### config.mk
export PLATFORM = sky130hd
export DESIGN_NAME = serial_subtractor_flat
export DESIGN_NICKNAME = d
export VERILOG_FILES = /design/src/rtl/serial_subtractor_if.sv /design/src/rtl/serial_subtractor.sv /design/src/flat_wrapper.sv
export SDC_FILE = /design/constraint.sdc
export NUM_CORES = 1
export LEC_CHECK = 0
export BUFFER_PORTS_ARGS = -buffer_cell sky130_fd_sc_hd__clkbuf_2
export CAP_MARGIN = 30
export CORE_ASPECT_RATIO = 1.2
export CORE_MARGIN = 2
export CORE_UTILIZATION = 50
export DETAILED_ROUTE_END_ITERATION = 6
export PLACE_DENSITY = 0.74
export SLEW_MARGIN = 15
export SYNTH_ARGS = -nofsm -noshare
export SYNTH_HDL_FRONTEND = slang
export SYNTH_SLANG_ARGS = --single-unit
### constraint.sdc
create_clock -name clk -period 1.6 [get_ports clk]
set_clock_uncertainty 0.15 [all_clocks]
set_input_delay 0.08 -clock clk [delete_from_list [all_inputs] [get_ports clk]]
set_output_delay 0.08 -clock clk [all_outputs]
set_load 0.005 [all_outputs]
### src/rtl/serial_subtractor_if.sv
// Operand/result bundle for the bit-serial subtractor.
// Latency: none; this file holds wires only.
// Backpressure: none. The master drives start/a/b/bin. The slave answers with busy/done/d/bout.
// Ports: start (request), a/b (operands), bin (borrow-in),
//        busy (shifting), done (one-cycle result strobe), d/bout (registered result).
interface serial_subtractor_if #(
    parameter int WIDTH = 8
);
    logic             start;
    logic [WIDTH-1:0] a;
    logic [WIDTH-1:0] b;
    logic             bin;
    logic             busy;
    logic             done;
    logic [WIDTH-1:0] d;
    logic             bout;

    modport master (
        output start, a, b, bin,
        input  busy, done, d, bout
    );

    modport slave (
        input  start, a, b, bin,
        output busy, done, d, bout
    );
endinterface

### src/rtl/serial_subtractor.sv
// Bit-serial WIDTH-bit subtractor: d = a - b - bin, one full-subtractor bit per clock, LSB first.
// Latency: start accepted at edge 0, done high in the cycle after edge WIDTH, next start at edge WIDTH+2.
// Backpressure: start is honoured only while idle; requests during busy/done are dropped, not queued.
// Ports: clk, rst (synchronous, active-high), bus (slave side of serial_subtractor_if).
module serial_subtractor #(
    parameter int WIDTH = 8
) (
    input  logic                 clk,
    input  logic                 rst,
    serial_subtractor_if.slave   bus
);
    localparam int CNT_W = (WIDTH > 1) ? $clog2(WIDTH) : 1;
    localparam logic [CNT_W-1:0] CNT_LAST = CNT_W'(WIDTH - 1);
    localparam logic [CNT_W-1:0] CNT_ONE  = CNT_W'(1);

    typedef enum logic [1:0] {
        ST_IDLE  = 2'd0,
        ST_SHIFT = 2'd1,
        ST_DONE  = 2'd2
    } state_t;

    state_t           state_q;
    state_t           state_d;

    // acc_a starts as the minuend. Each difference bit enters at the MSB as the
    // consumed minuend bit leaves at the LSB. After WIDTH shifts, the register
    // holds the complete difference, so no separate result shifter is needed.
    logic [WIDTH-1:0] acc_a;
    logic [WIDTH-1:0] reg_b;
    logic             brw_q;
    logic [CNT_W-1:0] cnt_q;
    logic [WIDTH-1:0] d_q;
    logic             bout_q;

    logic             a0;
    logic             b0;
    logic             diff_bit;
    logic             brw_next;
    logic             last_bit;
    logic [WIDTH-1:0] acc_a_next;
    logic             busy_c;
    logic             done_c;

    // Full-subtractor cell
    assign a0       = acc_a[0];
    assign b0       = reg_b[0];
    assign diff_bit = a0 ^ b0 ^ brw_q;
    assign brw_next = (~a0 & b0) | (~(a0 ^ b0) & brw_q);
    assign last_bit = (cnt_q == CNT_LAST);

    // Written as shift-or so the expression stays legal when WIDTH is 1.
    assign acc_a_next = (acc_a >> 1) | (WIDTH'(diff_bit) << (WIDTH - 1));

    always_ff @(posedge clk) begin
        if (rst) begin
            state_q <= ST_IDLE;
        end else begin
            state_q <= state_d;
        end
    end

    always_comb begin
        state_d = state_q;
        busy_c  = 1'b0;
        done_c  = 1'b0;
        case (state_q)
            ST_IDLE: begin
                if (bus.start) begin
                    state_d = ST_SHIFT;
                end
            end
            ST_SHIFT: begin
                busy_c = 1'b1;
                if (last_bit) begin
                    state_d = ST_DONE;
                end
            end
            ST_DONE: begin
                done_c  = 1'b1;
                state_d = ST_IDLE;
            end
            default: begin
                state_d = ST_IDLE;
            end
        endcase
    end

    always_ff @(posedge clk) begin
        if (rst) begin
            acc_a  <= '0;
            reg_b  <= '0;
            brw_q  <= 1'b0;
            cnt_q  <= '0;
            d_q    <= '0;
            bout_q <= 1'b0;
        end else begin
            case (state_q)
                ST_IDLE: begin
                    if (bus.start) begin
                        acc_a <= bus.a;
                        reg_b <= bus.b;
                        brw_q <= bus.bin;
                        cnt_q <= '0;
                    end
                end
                ST_SHIFT: begin
                    acc_a <= acc_a_next;
                    reg_b <= reg_b >> 1;
                    brw_q <= brw_next;
                    cnt_q <= cnt_q + CNT_ONE;
                    // The outputs update only on the final bit. They keep the
                    // previous result for the whole operation.
                    if (last_bit) begin
                        d_q    <= acc_a_next;
                        bout_q <= brw_next;
                    end
                end
                default: begin
                end
            endcase
        end
    end

    assign bus.busy = busy_c;
    assign bus.done = done_c;
    assign bus.d    = d_q;
    assign bus.bout = bout_q;
endmodule

### src/flat_wrapper.sv
// flat-port wrapper written by rule: the top's interface ports become plain ports
module serial_subtractor_flat 
#(
    parameter int WIDTH = 8
)
  (clk, rst, bus_start, bus_a, bus_b, bus_bin, bus_busy, bus_done, bus_d, bus_bout);
  serial_subtractor_if #(.WIDTH(WIDTH)) bus_i ();
  input  logic clk;
  input  logic rst;
  input wire logic [$bits(bus_i.start)-1:0] bus_start;
  input wire logic [$bits(bus_i.a)-1:0] bus_a;
  input wire logic [$bits(bus_i.b)-1:0] bus_b;
  input wire logic [$bits(bus_i.bin)-1:0] bus_bin;
  output wire logic [$bits(bus_i.busy)-1:0] bus_busy;
  output wire logic [$bits(bus_i.done)-1:0] bus_done;
  output wire logic [$bits(bus_i.d)-1:0] bus_d;
  output wire logic [$bits(bus_i.bout)-1:0] bus_bout;
  assign bus_i.start = bus_start;
  assign bus_i.a = bus_a;
  assign bus_i.b = bus_b;
  assign bus_i.bin = bus_bin;
  assign bus_busy = bus_i.busy;
  assign bus_done = bus_i.done;
  assign bus_d = bus_i.d;
  assign bus_bout = bus_i.bout;
  serial_subtractor #(.WIDTH(WIDTH)) u_core (.clk(clk), .rst(rst), .bus(bus_i));
endmodule
==> key figures, run 1 <==
STA
  • Setup violators final: 0
  • Max-slew headroom: 70.09%
  • Tcrit/Tclk final: 95.26%
  • Count of pins over their slew limit: 0
  • Worst hold margin: 24.92 ps
  • Final Critical Period: 1524 ps
  • Fin. Hold Viols: 0
  • Fmax: 656.1 MHz
  • Least-Margin Pin Slew: 448.6 ps
  • RSZ-0062 raised after global routing: false

Pwr
  • PwrDens: 835.7 nW/um2
  • Power, Total: 1.529 mW
  • Worst vdd ir: 0.0008000 V
  • Lkg Pwr: 0.7649 nW

Synthesis
  • Yosys reg bits: 31
  • Mapped cell area: 1443 um2
  • Syn nets: 166
  • Mean post-synth cell area: 10.09 um2
  • Distinct cells, synth: 26
  • Post-Synthesis Cells: 143
  • Sequential area share after synthesis: 43.02%
  • Ys Warns: 0

Worst setup path
  • CP endpoint kind: register
  • Critical Path AT: 1640 ps
  • Critical Setup Path Class: reg2reg
  • Critical Path Source Type: register
  • Worst endpoint required time: 1720 ps
  • Worst-path fanout max: 10

Floorplan
  • Die width: 53.04 um
  • I/O pins: 31
  • Die Y-Extent: 62.84 um
  • Core ar.: 2759 um2
  • Die footprint: 3333 um2
  • Rows: 21
  • Initial core utilization: 52.29%

Routing
  • First DRT Iteration DRCs: 7
  • DRT Pass-1 Iters: 2
  • DRT met1 WL: 1222 um
  • DRT Wirelength: 2756 um
  • Via/cell ratio: 5.035
  • DR vias: 1143
  • ANT nets after route: 0
  • Post-route DRC: 0
  • Met2 wire length: 1354 um
  • Routed WL per cell: 12.14 um
  • Met3 WL: 139 um
  • Top layer in use: met4

CTS
  • H-tree levels: 2
  • Clock transition at path regs: 90 ps
  • Worst-Skew Late Latency: 330 ps
  • CTS tree: yes
  • Clk sinks: 31
  • Root Buffer: clkbuf_4
  • CTS buffer count: 5
  • Setup Buffers After CTS: 0
  • Worst-case clock buffer depth: 2

Cells and area
  • Layout cells sized above 1: 33.68%
  • Register Area: 621.8 um2
  • Final core occ: 66.30%
  • Final #Nets: 215
  • Fill cell total of the finished layout: 226
  • Synthesis-to-layout area growth: 26.80%
  • Multi-input combinational cell area: 732.0 um2
  • N_diodes: 0

Global route
  • Global-route wire length before repair: 4857 um
  • Number of global-route vias before repair: 1199
  • Total grt overflow: 0
  • Total track usage: 19.60%
  • Pin count of the biggest net entering global routing: 32
  • Initial antenna violation count: 0

Place
  • Placed wire-length estimate: 1892 um
  • Placer Congestion: 0.6903
  • Number of port buffers: 30

Hold path
  • Hold WC Path Type: in2reg

Status
  • Status: complete, no violations

Job
  • Max-cap violations: 0
==> routing by layer <==
metal	track usage, %	vias up
met5	0	-
met4	6.731	0
met3	7.177	4
met2	34.22	25
met1	20.97	518
li1	-	596
==> cell usage after synthesis <==
| master | number | area [um2] |
|---|---|---|
| dfxtp_1 | 31 | 620.6 |
| nor2_1 | 23 | 86.33 |
| a211oi_2 | 16 | 200.2 |
| nand2_1 | 16 | 60.06 |
| mux2i_1 | 15 | 150.1 |
| a21oi_1 | 8 | 40.04 |
| buf_4 | 5 | 37.54 |
| inv_1 | 4 | 15.01 |
| a22oi_1 | 2 | 15.01 |
| buf_1 | 2 | 7.510 |
| buf_6 | 2 | 22.52 |
| ha_1 | 2 | 25.02 |
| nor3b_1 | 2 | 15.01 |
| nor4_2 | 2 | 25.02 |
| nor4b_1 | 2 | 17.52 |
| a32oi_1 | 1 | 8.760 |
| and3b_1 | 1 | 8.760 |
| buf_2 | 1 | 5.000 |
| clkbuf_1 | 1 | 3.750 |
| fa_1 | 1 | 20.02 |
| nand3b_2 | 1 | 11.26 |
| nor2b_1 | 1 | 6.260 |
| nor2b_2 | 1 | 8.760 |
| nor3_1 | 1 | 5.000 |
| o21ba_4 | 1 | 16.27 |
| o21bai_2 | 1 | 11.26 |
==> flip-flops by register name (all words and copies together) (netlist names) <==
register         count
u_core.bus.d         8
u_core.brw_q         1
u_core.acc_a         8
u_core.state_q       2
u_core.reg_b         8
u_core.bus.bout      1
u_core.cnt_q         3
==> metrics by stage <==
stage / setup WS (ps) / setup TNS (ps) / instance area (um2) / instances
detailed placement: -30.76 / -30.76 / 1597 / 201
global placement: 11.23 / 0 / 1597 / 201
global route: 2.418 / 0 / 1829 / 227
floorplan: 121.3 / 0 / 1443 / 143
finish: 75.78 / 0 / 1829 / 227
CTS: 72.40 / 0 / 1828 / 227
==> cell usage in the layout, fill, tap and decap left out, types with 2 or more instances in the layout <==
| cell | instances |
|---|---|
| nor3b_1 | 2 |
| dlygate4sd3_1 | 18 |
| a21oi_1 | 8 |
| nand2_1 | 16 |
| inv_1 | 4 |
| dfxtp_1 | 30 |
| mux2i_1 | 15 |
| clkbuf_4 | 5 |
| a211oi_2 | 16 |
| nor4b_1 | 2 |
| clkbuf_2 | 30 |
| ha_1 | 2 |
| nor2_1 | 23 |
| a22oi_1 | 2 |
| buf_4 | 5 |
| clkbuf_1 | 2 |
| nor4_2 | 2 |
==> final timing paths <==
| kind | start | slack (ps) | endpoint | cells after the start |
|---|---|---|---|---|
| setup / recovery | u_core.cnt_q[0] | 80 | u_core.bus.bout | 5 |
| hold / removal | bus_a[6] | 20 | u_core.acc_a[6] | 3 |
| setup reg to reg | u_core.cnt_q[0] | 80 | u_core.bus.bout | 5 |
| hold reg to reg | u_core.bus.d[0] | 310 | u_core.bus.d[0] | 2 |
==> final cells by class <==
| type | count | area share, % |
|---|---|---|
| Clock buffer | 7 | 2.462 |
| Clock inverter | 1 | 0.2736 |
| Inverter | 4 | 0.8208 |
| Multi-Input combinational cell | 97 | 40.01 |
| Sequential cell | 31 | 33.99 |
| Tap cell | 34 | 2.326 |
| Timing Repair Buffer | 53 | 20.11 |
==> cells by family after synthesis <==
kind of cell,synth area share (%)
buffers and inverters,6.331
adder cells (fa/ha/maj),3.122
flip-flops,43.02
AO/OA/AOI/OAI,20.21
AND/OR/NAND/NOR,16.91
multiplexers,10.41
==> power by group <==
group	internal (mW)	switching, mW	leakage (nW)
Clock	0.171	0.255	0.0293
Sequential	0.815	0.0279	0.255
Combinational	0.134	0.125	0.481
==> critical path, stage by stage, from the launching register on <==
cell,delay [ps]
dfxtp_1,370
ha_1,160
ha_1,190
and3b_2,330
nor2_1,80
a211oi_2,180
==> timing repair <==
action                     4_1_cts  5_1_grt
pin swaps                        0        1
hold endpoints to repair        22        0
hold buffers                    18        0
gates resized for setup          1        1
setup endpoints to repair        1        2
Note: power is estimated with default switching activity, not from simulation.
==> run 2, diff against run 1 <==
Settings changed: ABC_AREA from default to 1, PLACE_DENSITY 0.74 to 0.73.
==> key figures, run 2 <==
Floorplan
  • Core ar.: 3055 um2 (was 2759 um2)
  • I/O pins: 31 (unchanged)
  • Die footprint: 3687 um2 (was 3333 um2)
  • Initial core utilization: 52.62% (was 52.29%)
  • Rows: 22 (was 21)
  • Die Y-Extent: 66.12 um (was 62.84 um)
  • Die width: 55.77 um (was 53.04 um)

Synthesis
  • Syn nets: 231 (was 166)
  • Main synth FF type: dfxtp_1 (unchanged)
  • Mapped cell area: 1608 um2 (was 1443 um2)
  • Ys Warns: 0 (unchanged)
  • Synth area leaders: dfxtp_1 39%, nand3_1 12%, inv_1 7.5% (was dfxtp_1 43%, a211oi_2 14%, mux2i_1 10%)
  • Sequential area share after synthesis: 38.60% (was 43.02%)
  • Fraction of registers with async set/reset: 0% (unchanged)
  • Count leader, synth: nand3_1 (was dfxtp_1)
  • Distinct cells, synth: 22 (was 26)
  • Number of synthesized flops with an enable pin: 0 (unchanged)
  • Post-Synthesis Cells: 208 (was 143)
  • Synth top area share: 38.60% (was 43.02%)
  • Most frequent cells after synthesis: 40 x nand3_1, 32 x inv_1, 31 x dfxtp_1, 22 x nand2_1, 22 x nor2_1 (was 31 x dfxtp_1, 23 x nor2_1, 16 x a211oi_2, 16 x nand2_1, 15 x mux2i_1)
  • Yosys reg bits: 31 (unchanged)
  • Mean post-synth cell area: 7.730 um2 (was 10.09 um2)
  • Area leader, netlist: dfxtp_1 (unchanged)

STA
  • Fmax: 656.6 MHz (was 656.1 MHz)
  • Max-slew headroom: 73.81% (was 70.09%)
  • Setup violators final: 0 (unchanged)
  • Fin. Hold Viols: 0 (unchanged)
  • Least-Margin Pin Slew: 392.4 ps (was 448.6 ps)
  • Count of pins over their slew limit: 0 (unchanged)
  • Tcrit/Tclk final: 95.19% (was 95.26%)
  • Final Critical Period: 1523 ps (was 1524 ps)
  • Slack of the critical path: 77.00 ps (was 75.78 ps)

CTS
  • CTS tree: yes (unchanged)
  • H-tree levels: 2 (unchanged)
  • Clk sinks: 31 (unchanged)
  • Root Buffer: clkbuf_4 (unchanged)
  • Clock transition at path regs: 100 ps (was 90 ps)
  • Worst-Skew Late Latency: 320 ps (was 330 ps)
  • CTS buffer count: 5 (unchanged)
  • Worst-case clock buffer depth: 2 (unchanged)

Worst setup path
  • Critical Setup Path Class: reg2reg (unchanged)
  • Worst endpoint required time: 1710 ps (was 1720 ps)
  • Worst-path fanout max: 2 (was 10)
  • Critical Path Source Type: register (unchanged)
  • CP endpoint kind: register (unchanged)
  • Critical Path AT: 1630 ps (was 1640 ps)

Global route
  • Total grt overflow: 0 (unchanged)
  • Number of global-route vias before repair: 1514 (was 1199)
  • Global-route wire length before repair: 6582 um (was 4857 um)
  • Total track usage: 22.93% (was 19.60%)
  • Initial antenna violation count: 0 (unchanged)
  • Pin count of the biggest net entering global routing: 18 (was 32)

Cells and area
  • Synthesis-to-layout area growth: 25.84% (was 26.80%)
  • Final #Nets: 283 (was 215)
  • N_diodes: 0 (unchanged)
  • Commonest cells after routing, fill and taps aside: 40 x nand3_1, 32 x inv_1, 30 x clkbuf_2, 30 x dfxtp_1 (was 30 x clkbuf_2, 30 x dfxtp_1, 23 x nor2_1)
  • Fin area: 2023 um2 (was 1829 um2)
  • Leading cell type in the layout, fill and taps excluded: nand3_1
  • Layout cells sized above 1: 28.35% (was 33.68%)

Routing
  • Routed WL per cell: 12.70 um (was 12.14 um)
  • DR vias: 1521 (was 1143)
  • DRT Pass-1 Iters: 4 (was 2)
  • Via/cell ratio: 5.121 (was 5.035)
  • ANT nets after route: 0 (unchanged)
  • DRT Wirelength: 3773 um (was 2756 um)
  • First DRT Iteration DRCs: 78 (was 7)
  • Post-route DRC: 0 (unchanged)

Pwr
  • Proportion of power drawn by the clock network: 30.9% (was 27.9%)
  • Net Sw Power: 479.1 uW (was 408.3 uW)
  • P_int: 1.223 mW (was 1.120 mW)
  • Worst vdd ir: 0.0005691 V (was 0.0008000 V)
  • Flop pwr share: 49.8% (was 55.1%)
  • Lkg Pwr: 0.9803 nW (was 0.7649 nW)
  • Combinational share of power: 19.3% (was 17.0%)
  • Power, Total: 1.702 mW (was 1.529 mW)
  • Net Sw Frac: 28.15% (was 26.71%)
  • PwrDens: 841.3 nW/um2 (was 835.7 nW/um2)

Place
  • Dpl ws: 133.1 ps (was -30.76 ps)
  • Post-placement cell area: 1758 um2 (was 1597 um2)
  • Placed wire-length estimate: 2373 um (was 1892 um)
  • Placer Congestion: 0.7980 (was 0.6903)
  • Number of port buffers: 30 (unchanged)

Hold path
  • Hold WC Path Type: in2reg (unchanged)

Status
  • Status: complete, no violations (unchanged)

Job
  • Max-cap violations: 0 (unchanged)
## run 2: power by group through the flow
stage                     Clock (mW)  Combinational (mW)  Sequential, mW
final                          0.526               0.329           0.847
after global routing           0.571               0.374           0.852
after CTS                      0.532               0.319           0.846
after detailed placement           0               0.284           0.863
after global placement             0               0.281           0.863
after floorplan                    0               0.235           0.850
## run 2: worst paths after layout
path	end	depth (start not counted)	slack [ps]	startpoint
setup / recovery	u_core.acc_a[7]	6	80	u_core.brw_q
setup reg to reg	u_core.acc_a[7]	6	80	u_core.brw_q
hold reg to reg	u_core.cnt_q[0]	1	320	u_core.cnt_q[0]
hold / removal	u_core.reg_b[0]	3	30	rst
## run 2: metal layers
| layer | routed length (um) | track usage, % |
|---|---|---|
| met5 | 0 | 0 |
| met4 | 59 | 11.28 |
| met3 | 141 | 4.305 |
| met2 | 1885 | 40.63 |
| met1 | 1687 | 26.46 |
## run 2: cell families (layout without fill, tap and decap cells)
kind of cell    after synthesis  count (layout)  share of synthesized area, %
flops                        31              31                         38.60
simple gates                 98              98                         33.15
buf+inv                      47             100                         14.16
fa+ha+maj                     3               3                         2.801
compound gates               29              29                         11.28
## run 2: metrics by stage
stage                     std cells  setup TNS, ps  util (%)  hold slack [ps]
after global placement          269              0     57.53            172.7
final                           297              0     66.22            32.20
after detailed placement        269              0     57.53            172.4
after floorplan                 208              0         -            72.75
after global routing            297         -1.735     66.22            41.13
after CTS                       294              0     65.36            35.33
## run 2: layout make-up
class	count	area, um2
Tap cell	36	45.04
Sequential cell	31	621.8
Fill cell	279	1032
Timing Repair Buffer	56	387.9
Inverter	36	140.1
Multi-Input combinational cell	130	759.5
Clock buffer	8	68.82
## run 2: what timing repair did
action                                  CTS  global route
resized for setup                         0             2
endpoints found under the hold margin    17             0
endpoints found under the setup margin    0             9
buffers inserted                          0             3
hold buffers                             17             0
## run 2: worst max-delay path: stages, from the launching register on
cell and delay [ps]:
dfxtp_1 340, inv_1 60, fa_1 560, inv_1 40, nand3_1 70, nand3_1 90, a21oi_1 140
